===== src/rtl/edge_detection.sv =====
// Bounding-box finder: row pass yields top/bottom rows, column pass yields left/right columns.
// Optional macro EDGE_NOISE_FILTER_EN rejects foreground pixels that are not preceded by another in the same scan line.
module edge_detection #(
    parameter int H_RES   = 640,
    parameter int V_RES   = 480,
    parameter bit FG_DARK = 1'b1
) (
    input  logic        clk,
    input  logic        rst,
    input  logic        en,
    input  logic [9:0]  iRow,
    input  logic [9:0]  iCol,
    input  logic        iHscan,
    input  logic        iVscan,
    input  logic [9:0]  dataBW,
    output logic [19:0] oRow,
    output logic [19:0] oCol,
    output logic [1:0]  ofinish
);

    localparam logic [9:0] LAST_ROW = 10'(V_RES - 1);
    localparam logic [9:0] LAST_COL = 10'(H_RES - 1);

    typedef enum logic [1:0] {
        ROW_SCAN = 2'd0,
        COL_SCAN = 2'd1,
        DONE     = 2'd2
    } state_t;

    state_t      state_r, state_nxt_s;
    logic [9:0]  top_r, bottom_r, left_r, right_r;
    logic [9:0]  top_nxt_s, bottom_nxt_s, left_nxt_s, right_nxt_s;
    logic        found_row_r, found_col_r, found_row_nxt_s, found_col_nxt_s;
    logic [19:0] orow_nxt_s, ocol_nxt_s;
    logic [1:0]  ofinish_nxt_s;
    logic        pix_fg_s, fg_s, frame_end_s;
    logic        row_smp_s, col_smp_s, row_hit_s, col_hit_s, row_done_s, col_done_s;
`ifdef EDGE_NOISE_FILTER_EN
    logic        run_r, run_nxt_s, line_start_s;
`endif

    // Sample qualification, optional run filter and min/max candidate computation
    always_comb begin
        pix_fg_s    = FG_DARK ? (dataBW == 10'h000) : (dataBW == 10'h3FF);
        frame_end_s = (iRow == LAST_ROW) && (iCol == LAST_COL);
        row_smp_s   = en && iHscan && !iVscan && (state_r == ROW_SCAN);
        col_smp_s   = en && iVscan && !iHscan && (state_r == COL_SCAN);
`ifdef EDGE_NOISE_FILTER_EN
        line_start_s = (state_r == ROW_SCAN) ? (iCol == 10'd0) : (iRow == 10'd0);
        fg_s         = pix_fg_s && run_r && !line_start_s;
        run_nxt_s    = (row_smp_s || col_smp_s) ? pix_fg_s : run_r;
`else
        fg_s         = pix_fg_s;
`endif
        row_hit_s  = row_smp_s && fg_s;
        col_hit_s  = col_smp_s && fg_s;
        row_done_s = row_smp_s && frame_end_s;
        col_done_s = col_smp_s && frame_end_s;

        found_row_nxt_s = found_row_r | row_hit_s;
        found_col_nxt_s = found_col_r | col_hit_s;
        top_nxt_s       = (row_hit_s && (iRow < top_r))    ? iRow : top_r;
        bottom_nxt_s    = (row_hit_s && (iRow > bottom_r)) ? iRow : bottom_r;
        left_nxt_s      = (col_hit_s && (iCol < left_r))   ? iCol : left_r;
        right_nxt_s     = (col_hit_s && (iCol > right_r))  ? iCol : right_r;

        // The frame-end sample is already folded into the *_nxt_s values used here
        orow_nxt_s = row_done_s ? (found_row_nxt_s ? {top_nxt_s, bottom_nxt_s} : {10'd0, LAST_ROW}) : oRow;
        ocol_nxt_s = col_done_s ? (found_col_nxt_s ? {left_nxt_s, right_nxt_s} : {10'd0, LAST_COL}) : oCol;
        ofinish_nxt_s = {(col_done_s ? 1'b1 : ofinish[1]), (row_done_s ? 1'b1 : ofinish[0])};
    end

    // Next-state logic
    always_comb begin
        state_nxt_s = state_r;
        case (state_r)
            ROW_SCAN: begin
                if (row_done_s) begin
                    state_nxt_s = COL_SCAN;
                end else begin
                    state_nxt_s = ROW_SCAN;
                end
            end
            COL_SCAN: begin
                if (col_done_s) begin
                    state_nxt_s = DONE;
                end else begin
                    state_nxt_s = COL_SCAN;
                end
            end
            DONE:    state_nxt_s = DONE;
            default: state_nxt_s = ROW_SCAN;
        endcase
    end

    // State, extrema and output registers
    always_ff @(posedge clk or negedge rst) begin
        if (!rst) begin
            state_r     <= ROW_SCAN;
            top_r       <= 10'h3FF;
            bottom_r    <= 10'h000;
            left_r      <= 10'h3FF;
            right_r     <= 10'h000;
            found_row_r <= 1'b0;
            found_col_r <= 1'b0;
            oRow        <= 20'd0;
            oCol        <= 20'd0;
            ofinish     <= 2'b00;
`ifdef EDGE_NOISE_FILTER_EN
            run_r       <= 1'b0;
`endif
        end else begin
            state_r     <= state_nxt_s;
            top_r       <= top_nxt_s;
            bottom_r    <= bottom_nxt_s;
            left_r      <= left_nxt_s;
            right_r     <= right_nxt_s;
            found_row_r <= found_row_nxt_s;
            found_col_r <= found_col_nxt_s;
            oRow        <= orow_nxt_s;
            oCol        <= ocol_nxt_s;
            ofinish     <= ofinish_nxt_s;
`ifdef EDGE_NOISE_FILTER_EN
            run_r       <= run_nxt_s;
`endif
        end
    end

endmodule


===== config.mk =====
export PLATFORM = sky130hd
export DESIGN_NAME = edge_detection
export DESIGN_NICKNAME = d
export VERILOG_FILES = /design/src/rtl/edge_detection.sv
export SDC_FILE = /design/constraint.sdc
export NUM_CORES = 1
export LEC_CHECK = 0
export BUFFER_PORTS_ARGS = -buffer_cell sky130_fd_sc_hd__buf_2
export CORE_MARGIN = 3
export CORE_UTILIZATION = 51
export DETAILED_ROUTE_END_ITERATION = 6
export GPL_ROUTABILITY_DRIVEN = 0
export GPL_TIMING_DRIVEN = 0
export PLACE_DENSITY = 0.84
export SLEW_MARGIN = 20
export SYNTH_ARGS = -nofsm -noshare
export SYNTH_HDL_FRONTEND = slang
export SYNTH_SLANG_ARGS = --single-unit
export TNS_END_PERCENT = 100

===== constraint.sdc =====
create_clock -name clk -period 2.4 [get_ports clk]
set_input_delay 0.12 -clock clk [delete_from_list [all_inputs] [get_ports clk]]
set_output_delay 0.12 -clock clk [all_outputs]
set_load 0.1 [all_outputs]

==> results of run 1 <==
path summary, 6_finish.rpt:
check | end | cells past startpoint | from
max reg2reg | right_r[2]$_DFF_PN0_ | 9 | right_r[8]$_DFF_PN0_
min | left_r[8]$_DFF_PN1_ | 2 | iCol[8]
max in group asynchronous | left_r[7]$_DFF_PN1_ | 3 | rst
min in group asynchronous | oRow[7]$_DFFE_PN0N_ | 2 | rst
max | right_r[2]$_DFF_PN0_ | 9 | right_r[8]$_DFF_PN0_
min reg2reg | ofinish[0]$_DFFE_PN0N_ | 1 | ofinish[0]$_DFFE_PN0N_
layout make-up:
type / count / area, um^2
fillers: 684 / 2970
multi-input cells: 260 / 2210
flip-flops and latches: 86 / 2180
repair buffers: 83 / 470
inverters: 45 / 169
clock buffers: 11 / 131
well taps: 105 / 131
plain buffers: 12 / 90.1
clock inverters: 4 / 73.8
per-layer routing:
layer / share of wire, % / global-route usage [%] / vias up
met5: 0 / 0 / -
met4: 1.4 / 6.53 / 0
met3: 5.7 / 4.91 / 14
met2: 52 / 37.8 / 99
met1: 41 / 26.1 / 1708
li1: - / - / 1635
flip-flops by register name, indices dropped and copies added, names as in the netlist:
register / count
top_r: 10
oRow: 20
left_r: 10
oCol: 20
state_r: 2
right_r: 10
found_col_r: 1
found_row_r: 1
ofinish: 2
bottom_r: 10
placed cells by master (no fill, tap or decap), types with 5 or more instances in the layout:
master	Yosys	layout
a31oi_1	16	16
o21ai_0	7	7
mux2_1	10	10
mux2_4	10	10
dfrtp_1	66	66
o211ai_1	13	13
nand2_1	43	43
dfstp_2	20	20
nor2_1	16	16
a21o_1	8	8
inv_1	45	45
clkbuf_8	0	9
a21oi_1	8	8
buf_2	5	78
nand4_1	5	5
buf_4	2	6
nand2b_1	5	5
ha_1	38	38
mux2_2	20	20
a32o_1	6	6
through the flow:
stage	cells	setup slack, ps	TNS [ps]	area (um^2)	power, W
floorplan	403	152	0	4560	0.00154
detailed placement	585	-124	-424	5100	0.00165
CTS	601	0.0577	0	5330	0.00274
finish	606	6.68	0	5450	0.00271
global placement	584	-28.0	-28.0	5070	0.00164
global route	606	-104	-352	5450	0.00282
power groups by stage:
| stage | logic, W | registers, W | clock network, W |
|---|---|---|---|
| floorplan | 0.0000666 | 0.00148 | 0 |
| global placement | 0.000159 | 0.00148 | 0 |
| detailed placement | 0.000174 | 0.00148 | 0 |
| CTS | 0.000180 | 0.00145 | 0.00111 |
| global route | 0.000210 | 0.00145 | 0.00116 |
| finish | 0.000186 | 0.00145 | 0.00108 |
logic make-up (layout without fill, tap and decap cells):
| group | count (synthesis) | in the layout | share of synthesized area (%) |
|---|---|---|---|
| buffers and inverters | 57 | 155 | 5.49 |
| AOI/OAI and AO/OA | 80 | 80 | 13.7 |
| DFF | 86 | 86 | 47.8 |
| muxes | 40 | 40 | 10.7 |
| and+or+nand+nor | 102 | 102 | 11.9 |
| adders and majority gates | 38 | 38 | 10.4 |
worst max-delay path, stage by stage (launching register included):
cell and delay (ps):
dfrtp_1 380, inv_1 50, ha_1 280, nand4_1 180
buf_4 150, inv_1 60, a2111oi_4 450, or3_4 220
clkbuf_4 210, mux2_4 310
repair_timing:
item	4_1_cts	5_1_grt
pin swaps	0	7
endpoints found under the setup margin	11	60
cloned	0	1
resized for setup	3	16
buffers inserted	0	4
hold endpoints to repair	20	0
hold buffers	1	0
==> summary.md, run 1 <==
| Metric | Value |
|---|---|
| Status | `complete, no violations` |
| Number of enable flip-flop cells after synthesis | `0` |
| Comb power frac | `6.9%` |
| 1st-pass router iterations | `4` |
| Clock slew at reported path FFs | `80 ps` |
| Reg2Reg Setup Slack | `7 ps` |
| DRC | `0` |
| Maximum clock frequency | `418 MHz` |
| Worst Max-Slew Pin Slew | `595 ps` |
| CTS Sinks | `86` |
| Per-cell routed wire length | `17.4 um` |
| Worst Setup Start Kind | `flip-flop` |
| Slew Limit Fails | `0` |
| Util after Layout | `64.7%` |
| Ys Warns | `0` |
| CTS tree | `done` |
| Pin count of the biggest net entering global routing | `57` |
| Area share of the largest cell type after synthesis | `36.3%` |
| Post-Route WL | `10600 um` |
| Core Box Area | `8420 um^2` |
| Crit path time final | `2390 ps` |
| Switching power | `0.000611 W` |
| Crit share post-route | `99.7%` |
| Worst hold slack | `71.6 ps` |
| Pint | `0.00210 W` |
| Die H | `101 um` |
| Class of the worst hold path | `in -> reg` |
| Seq pwr share | `53.4%` |
| Die area | `10100 um^2` |
| Mean post-synth cell area | `11.3 um^2` |
| Worst-path fanout max | `10` |
| Maximum vdd drop | `441 uV` |
| GRT Overall Usage | `21.4%` |
| Netlist cell types | `49` |
| Nets | `570` |
| Total CTS buffers | `9` |
| Seq cells post-synth | `86` |
| Rel. slew slack | `59.8%` |
| Leak Pwr | `2.65 nW` |
| Layout cells sized above 1 | `35.9%` |
| Top cells by area, synth | `dfrtp_1, dfstp_2, ha_1` |
| Post-Synthesis Cell Area | `4560 um^2` |
| Total grt overflow | `0` |
| Top Ports | `77` |
| Final hold violations | `0` |
| Antenna Diode Count | `0` |
| Post-DRT Antenna Nets | `0` |
| Via count | `3456` |
| Die width | `101 um` |
| Max-cap viol count | `0` |
| Clock Tree Buf Depth | `2` |
| Mapped Nets | `476` |
| Starting Density | `54.1%` |
| CTS Root Cell | `clkbuf_8` |
| Crit. End Element | `flip-flop` |
| Worst EP arrival | `2640 ps` |
| Iteration-0 DRC count of the detailed router | `112` |
| Number of global-route vias before repair | `3588` |
| Final setup fails | `0` |
| Synth Flop Type | `dfrtp_1` |
| PortBufs | `76` |
| Max H-tree Level | `3` |
| PD cells | `497 nW/um^2` |
| FFs w/ async S/R, synth | `100%` |
| Global-route wire length before repair | `17100 um` |
| Layout Skew | `10.3 ps` |
| Clock power share | `39.7%` |
| Most instantiated cells after synthesis | `dfrtp_1, inv_1, nand2_1` |
| Core Rows | `33` |
| Count leader, synth | `dfrtp_1` |
| Yosys top cell by area | `dfrtp_1` |
| Post-DP HPWL | `7840 um` |
| Synth-to-layout area growth | `19.7%` |
| Post-synthesis cell count | `403` |
| RSZ-0062 raised after global routing | `yes` |
| Worst skew pair latency | `360 ps` |
| WS Path Type | `reg -> reg` |
| Switching share of total power | `22.5%` |
| Sequential share of the synthesized area | `47.8%` |
| Via density | `5.70` |
| Initial antenna violation count | `0` |
| Req. time, crit path | `2640 ps` |
Note: power is estimated with default switching activity, not from simulation.
==> run 2: changes to the inputs <==
- ABC_AREA: unset -> 1
- CELL_PAD_IN_SITES_DETAIL_PLACEMENT: unset -> 1
- CELL_PAD_IN_SITES_GLOBAL_PLACEMENT: unset -> 1
- CORE_UTILIZATION: 51 -> 38
- GPL_ROUTABILITY_DRIVEN: 0 -> unset
- PLACE_DENSITY: 0.84 -> 0.85
==> summary.md, run 2 <==
| Metric | Value |
|---|---|
| Status | `complete, no violations` |
| Worst hold slack | `85.7 ps (+14.0 ps)` |
| Finished Layout Cells | `919 (+52%)` |
| Switching power | `0.000714 W (+17%)` |
| Seq cells post-synth | `86 (unchanged)` |
| Clock Tree Buf Depth | `2 (unchanged)` |
| Final setup fails | `0 (unchanged)` |
| Seq pwr share | `44.3% (-9.1 points)` |
| TNS Setup | `0 ps (unchanged)` |
| Core Rows | `41 (+24%)` |
| Class of the worst hold path | `in -> reg` |
| Rel. slew slack | `61.4% (+1.6 points)` |
| Worst Setup Start Kind | `flip-flop` |
| CTS Root Cell | `clkbuf_16` |
| Sequential share of the synthesized area | `44.1% (-3.7 points)` |
| PortBufs | `76 (unchanged)` |
| R2r startpoint | `top_r[9]$_DFF_PN1_` |
| Post-CTS setup buffer count | `0 (unchanged)` |
| CTS tree | `done` |
| CP startpoint | `top_r[9]$_DFF_PN1_` |
| GRT Overall Usage | `20.5% (-0.93 points)` |
| Req. time, crit path | `2630 ps (about the same)` |
| PD cells | `553 nW/um^2 (+11%)` |
| Crit path time final | `2080 ps (-315 ps)` |
| Post-DP HPWL | `10300 um (+31%)` |
| FFs w/ async S/R, synth | `100% (unchanged)` |
| Count leader, synth | `nand2_1` |
| Slew Limit Fails | `0 (unchanged)` |
| CTS Sinks | `86 (unchanged)` |
| Biggest regs | `oCol (20), oRow (20)` |
| DRC | `0 (unchanged)` |
| Die width | `120 um (+19%)` |
| Initial antenna violation count | `0 (unchanged)` |
| Mean post-synth cell area | `7.56 um^2 (-33%)` |
| Most instantiated cells after synthesis | `nand2_1, inv_1, nand3_1` |
| Die area | `14400 um^2 (+43%)` |
| Pin count of the biggest net entering global routing | `55 (-3.5%)` |
| Iteration-0 DRC count of the detailed router | `184 (+64%)` |
| WS Path Type | `reg -> reg` |
| Worst Hold Launch | `iRow[0]` |
| Antenna Diode Count | `0 (unchanged)` |
| Nets | `815 (+43%)` |
| Routability cong. | `0.828` |
| Layout Skew | `5.01 ps (-5.29 ps)` |
| Pint | `0.00256 W (+22%)` |
| Total grt overflow | `0 (unchanged)` |
| Power consumption | `0.00327 W (+21%)` |
| Leading cell type in the layout, fill and taps excluded | `nand2_1` |
| Clock slew at reported path FFs | `70 ps (about the same)` |
| Layout cells sized above 1 | `18.5% (-17 points)` |
| Post-Synthesis Cell Area | `4940 um^2 (+8.4%)` |
| Starting Density | `39.0% (-15 points)` |
| Worst-path fanout max | `10 (unchanged)` |
| Final hold violations | `0 (unchanged)` |
| Top cells by area, synth | `dfrtp_1, nand2_1, dfstp_2` |
| Netlist cell types | `22 (-55%)` |
| 1st-pass router iterations | `4 (unchanged)` |
| Per-cell routed wire length | `15.2 um (-13%)` |
| Crit. End Element | `flip-flop` |
| Total CTS buffers | `9 (unchanged)` |
| Crit share post-route | `86.6% (-13 points)` |
| Ys Warns | `0 (unchanged)` |
| Top Ports | `77 (unchanged)` |
| Design area | `5910 um^2 (+8.5%)` |
| Synth Flop Type | `dfrtp_1` |
| Fillers | `1643 (+140%)` |
| Area after DPL | `5560 um^2 (+9.1%)` |
| Post-synthesis cell count | `653 (+62%)` |
| Yosys top cell by area | `dfrtp_1` |
| Via count | `4470 (+29%)` |
| Synth-to-layout area growth | `19.8%` |
| Core Box Area | `12700 um^2 (+50%)` |
| Max H-tree Level | `3 (unchanged)` |
| Max-cap viol count | `0 (unchanged)` |
| RSZ-0062 raised after global routing | `no` |
| Post-DRT Antenna Nets | `0 (unchanged)` |
| Worst skew pair latency | `350 ps (about the same)` |
| Post-Route WL | `14000 um (+32%)` |
| Switching share of total power | `21.8% (-0.70 points)` |
| Global-route wire length before repair | `23500 um (+37%)` |
| Area share of the largest cell type after synthesis | `33.5% (-2.8 points)` |
| Worst EP arrival | `2310 ps (-330 ps)` |
| Maximum vdd drop | `357 uV (-19%)` |
| Via density | `4.86 (-15%)` |
| Leak Pwr | `3.40 nW (+28%)` |
| Die H | `120 um (+19%)` |
| Maximum clock frequency | `481 MHz (+15%)` |
| Number of enable flip-flop cells after synthesis | `0 (unchanged)` |
| # placed instances | `902 (+54%)` |
| Clock power share | `49.7% (+10 points)` |
| Mapped Nets | `726 (+53%)` |
| Number of global-route vias before repair | `5019 (+40%)` |
| Post_cts resized | `0 (-3)` |
| Comb power frac | `6.0% (-0.9 points)` |
| Most frequent cells in the layout | `nand2_1, inv_1, nand3_1, buf_2, dfrtp_1` |
| Worst Max-Slew Pin Slew | `579 ps (-16.3 ps)` |
-- run 2: cell types whose count changed after synthesis, sizes merged, moves of 23 or more --
cell and change:
nand2 +181, inv +84, nand3 +82, mux2 -40
and2 +23
-- run 2: cell families (layout without fill, tap and decap cells) --
kind of cell / count (synthesis) / after routing / synth area share [%]
buf+inv: 142 / 236 / 11.5
compound gates: 12 / 12 / 1.32
flops: 86 / 86 / 44.1
simple gates: 375 / 375 / 33.5
fa+ha+maj: 38 / 38 / 9.63
-- run 2: final cells by class --
cell class / instances / area (um^2) / share of cell area (%)
multi-input combinational: 425 / 2190 / 37.1
sequential: 86 / 2180 / 36.8
inverter: 129 / 484 / 8.19
timing repair buffer: 78 / 420 / 7.11
clock buffer: 12 / 246 / 4.17
tap: 172 / 215 / 3.64
clock inverter: 4 / 95.1 / 1.61
buffer: 13 / 82.6 / 1.40
-- run 2: per-layer routing --
layer,up-vias,routed length [um],GRT usage [%],part of all wire [%]
met5,-,0,0,0
met4,0,299,8.52,2.1
li1,2168,-,-,-
met2,101,7340,37.2,53
met3,23,546,4.57,3.9
met1,2178,5780,23.1,41
-- run 2: repair_timing --
action                                 4_1_cts  5_1_grt
hold buffers                                 1        0
endpoints found under the hold margin       32        0
setup endpoints to repair                    0        0
-- run 2: critical path, stage by stage (launching register included) --
cell	delay, ps
dfstp_2	520
inv_1	50
ha_1	280
nand2_1	70
nor2_1	160
nand3_1	130
nand2_1	80
nor2_1	40
nand2_1	290
nand2_1	160
nand3_1	130
nand2_1	70
-- run 2: stage by stage --
stage / setup slack (ps) / utilization (%)
3_5_place_dp: 352 / 43.9
2_1_floorplan: 675 / -
3_3_place_gp: 453 / 43.7
5_1_grt: 68.6 / 46.7
4_1_cts: 324 / 46.7
6_report: 322 / 46.7
-- run 2: power groups by stage --
| stage | combinational [W] | sequential, W | clock [W] |
|---|---|---|---|
| 5_1_grt | 0.000224 | 0.00145 | 0.00174 |
| 6_report | 0.000196 | 0.00145 | 0.00163 |
| 3_3_place_gp | 0.000175 | 0.00148 | 0 |
| 4_1_cts | 0.000199 | 0.00145 | 0.00165 |
| 2_1_floorplan | 0.0000760 | 0.00148 | 0 |
| 3_5_place_dp | 0.000194 | 0.00148 | 0 |
-- run 2: path summary, 6_finish.rpt --
path                                               end  slack, ps  cells after the start
max in group asynchronous          left_r[6]$_DFF_PN1_       1430                      3
min in group asynchronous          oRow[3]$_DFFE_PN0N_        270                      2
worst max register to register    oRow[19]$_DFFE_PN0N_        320                     11
worst min-delay path             bottom_r[0]$_DFF_PN0_         90                      3
worst max-delay path              oRow[19]$_DFFE_PN0N_        320                     11
worst min register to register  ofinish[1]$_DFFE_PN0P_        460                      2
==> run 3: changes to the inputs <==
- CELL_PAD_IN_SITES_DETAIL_PLACEMENT: 1 -> unset
- CELL_PAD_IN_SITES_GLOBAL_PLACEMENT: 1 -> unset
- CORE_ASPECT_RATIO: unset -> 0.7
- CORE_UTILIZATION: 38 -> 52
==> summary.md, run 3 (synthesis gave the netlist of run 2 again) <==
| Metric | Value |
|---|---|
| Global-route wire length before repair | `19500 um (-17%)` |
| Clock Tree Buf Depth | `2 (unchanged)` |
| Synth-to-layout area growth | `17.8%` |
| Worst hold slack | `108 ps (+22.3 ps)` |
| Nets | `815 (unchanged)` |
| PD cells | `526 nW/um^2 (-5.0%)` |
| RSZ-0062 raised after global routing | `no` |
| 1st-pass router iterations | `4 (unchanged)` |
| Die H | `87.5 um (-27%)` |
| Crit share post-route | `82.9% (-3.7 points)` |
| Maximum clock frequency | `502 MHz (+4.4%)` |
| Worst Max-Slew Pin Slew | `520 ps (-59.4 ps)` |
| Worst Hold Launch | `iCol[0]` |
| TNS Setup | `0 ps (unchanged)` |
| Post-DRT Antenna Nets | `0 (unchanged)` |
| Die area | `10700 um^2 (-26%)` |
| Die width | `122 um (+2.1%)` |
| Worst skew pair latency | `330 ps (-20 ps)` |
| PortBufs | `76 (unchanged)` |
| Seq pwr share | `47.5% (+3.2 points)` |
| Max H-tree Level | `3 (unchanged)` |
| CP max stage cell | `dfstp_2` |
| Max-cap viol count | `0 (unchanged)` |
| Pin count of the biggest net entering global routing | `59 (+7.3%)` |
| Worst Setup Start Kind | `flip-flop` |
| Status | `complete, no violations` |
| Antenna Diode Count | `0 (unchanged)` |
| Iteration-0 DRC count of the detailed router | `294 (+60%)` |
| Leading cell type in the layout, fill and taps excluded | `nand2_1` |
| GRT Overall Usage | `23.0% (+2.4 points)` |
| Comb power frac | `6.2% (+0.2 points)` |
| Clock slew at reported path FFs | `60 ps (about the same)` |
| Post_cts resized | `0 (unchanged)` |
| CP Cell Sequence | `inv_1, ha_1, nand2_1, a21oi_1, nor2_1, nand3_1, inv_1, nand2_1, nand2_1, nand3_1, nand2_1` |
| CTS Sinks | `86 (unchanged)` |
| Worst hold path cell count | `3 (unchanged)` |
| Layout cells sized above 1 | `18.6% (+0.13 points)` |
| Post-DP HPWL | `8730 um (-15%)` |
| Rel. slew slack | `65.6% (+4.2 points)` |
| Core Rows | `29 (-29%)` |
| Worst EP arrival | `2210 ps (-100 ps)` |
| Core Box Area | `9140 um^2 (-28%)` |
| Via count | `4332 (-3.1%)` |
| Starting Density | `54.0% (+15 points)` |
| Area after DPL | `5500 um^2 (-1.1%)` |
| Worst-path fanout max | `10 (unchanged)` |
| R2r startpoint | `top_r[9]$_DFF_PN1_` |
| Via density | `4.97 (+2.3%)` |
| Top Ports | `77 (unchanged)` |
| Crit path depth | `11 (unchanged)` |
| Per-cell routed wire length | `13.5 um (-11%)` |
| Pint | `0.00237 W (-7.3%)` |
| Switching power | `0.000686 W (-3.9%)` |
| Req. time, crit path | `2620 ps (about the same)` |
| Biggest regs | `oCol (20), oRow (20)` |
| Buf/Inv on CP | `2 (+1)` |
| Critical R2R Capture | `oRow[18]$_DFFE_PN0N_` |
| Initial antenna violation count | `0 (unchanged)` |
| R2r worst-path depth | `11 (unchanged)` |
| Post-Route WL | `11800 um (-16%)` |
| Most frequent cells in the layout | `nand2_1, inv_1, nand3_1, buf_2, dfrtp_1` |
| Switching share of total power | `22.4% (+0.62 points)` |
| Class of the worst hold path | `in -> reg` |
| Delay of the slowest critical-path stage | `520 ps (about the same)` |
| Setup ws final | `410 ps (+87.9 ps)` |
| CTS Root Cell | `clkbuf_16` |
| Design area | `5810 um^2 (-1.7%)` |
| CTS tree | `done` |
| Reg2Reg Setup Slack | `410 ps (+90 ps)` |
| Final setup fails | `0 (unchanged)` |
| DRC | `0 (unchanged)` |
| Total grt overflow | `0 (unchanged)` |
| Routability cong. | `0.886 (+7.1%)` |
| WS Path Type | `reg -> reg` |
| Total CTS buffers | `9 (unchanged)` |
| Layout Skew | `5.96 ps (+0.949 ps)` |
| Pre-CTS setup slack | `436 ps (+84.0 ps)` |
| Number of global-route vias before repair | `4239 (-16%)` |
| Final hold violations | `0 (unchanged)` |
| Hold endpoint | `right_r[0]$_DFF_PN0_` |
| Slew Limit Fails | `0 (unchanged)` |
| Maximum vdd drop | `375 uV (+5.1%)` |
| Clock power share | `46.4% (-3.3 points)` |
| Delay-heaviest family, CP | `simple AND/OR/NAND/NOR gates` |
| Leak Pwr | `3.38 nW (-0.43%)` |
| Crit path time final | `1990 ps (-87.9 ps)` |
| Cell mode on critical path | `nand2_1` |
| Crit. End Element | `flip-flop` |
[run 3: cell types whose count changed in the layout (fill, tap and decap cells not counted)]
cell and change:
clkbuf_1 -1, clkinv_2 +2, bufinv_16 -2, clkbuf_8 +1
[run 3: worst max-delay path by stage]
| stage | start | end |
|---|---|---|
| 2_1_floorplan | left_r[9]$_DFF_PN1_ | oCol[10]$_DFFE_PN0P_ |
| 3_3_place_gp | top_r[9]$_DFF_PN1_ | oRow[18]$_DFFE_PN0N_ |
| 3_5_place_dp | left_r[9]$_DFF_PN1_ | oCol[17]$_DFFE_PN0P_ |
| 4_1_cts | left_r[9]$_DFF_PN1_ | oCol[17]$_DFFE_PN0P_ |
| 5_1_grt | left_r[9]$_DFF_PN1_ | oCol[17]$_DFFE_PN0P_ |
| 6_report | top_r[9]$_DFF_PN1_ | oRow[18]$_DFFE_PN0N_ |
[run 3: metrics by stage]
| step | total power [W] | util [%] | instances |
|---|---|---|---|
| 2_1_floorplan | 0.00155 | - | 653 |
| 3_3_place_gp | 0.00165 | 59.9 | 853 |
| 3_5_place_dp | 0.00166 | 60.2 | 854 |
| 4_1_cts | 0.00308 | 63.6 | 871 |
| 5_1_grt | 0.00317 | 63.6 | 871 |
| 6_report | 0.00306 | 63.6 | 871 |
[run 3: worst min-delay path, stage by stage]
cell and delay [ps]:
buf_2 120, nand3_1 100, nand2_1 60
[run 3: final cells by class]
type                            instances  area, um^2
Multi-Input combinational cell        425        2190
Inverter                              129         484
Clock inverter                          4        45.0
Timing Repair Buffer                   78         420
Buffer                                 13        82.6
Clock buffer                           12         256
Fill cell                             810        3330
Sequential cell                        86        2180
Tap cell                              124         155
[run 3: power groups by stage]
stage / clock (W) / sequential [W] / combinational, W
after global routing: 0.00151 / 0.00145 / 0.000217
after global placement: 0 / 0.00148 / 0.000171
after CTS: 0.00144 / 0.00145 / 0.000190
after detailed placement: 0 / 0.00148 / 0.000187
final: 0.00142 / 0.00145 / 0.000189
after floorplan: 0 / 0.00148 / 0.0000760
[run 3: metal layers]
metal  global-route usage, %  up-vias  wire (um)
met2                    37.7      131       5420
met3                    4.16       21        948
met4                    6.91        0        161
met1                    31.4     2016       5230
li1                        -     2164          -
met5                       0        -          0
[run 3: timing repair]
action,4_1_cts,5_1_grt
setup buffers,0,0
hold buffers,1,0
hold endpoints to repair,16,0
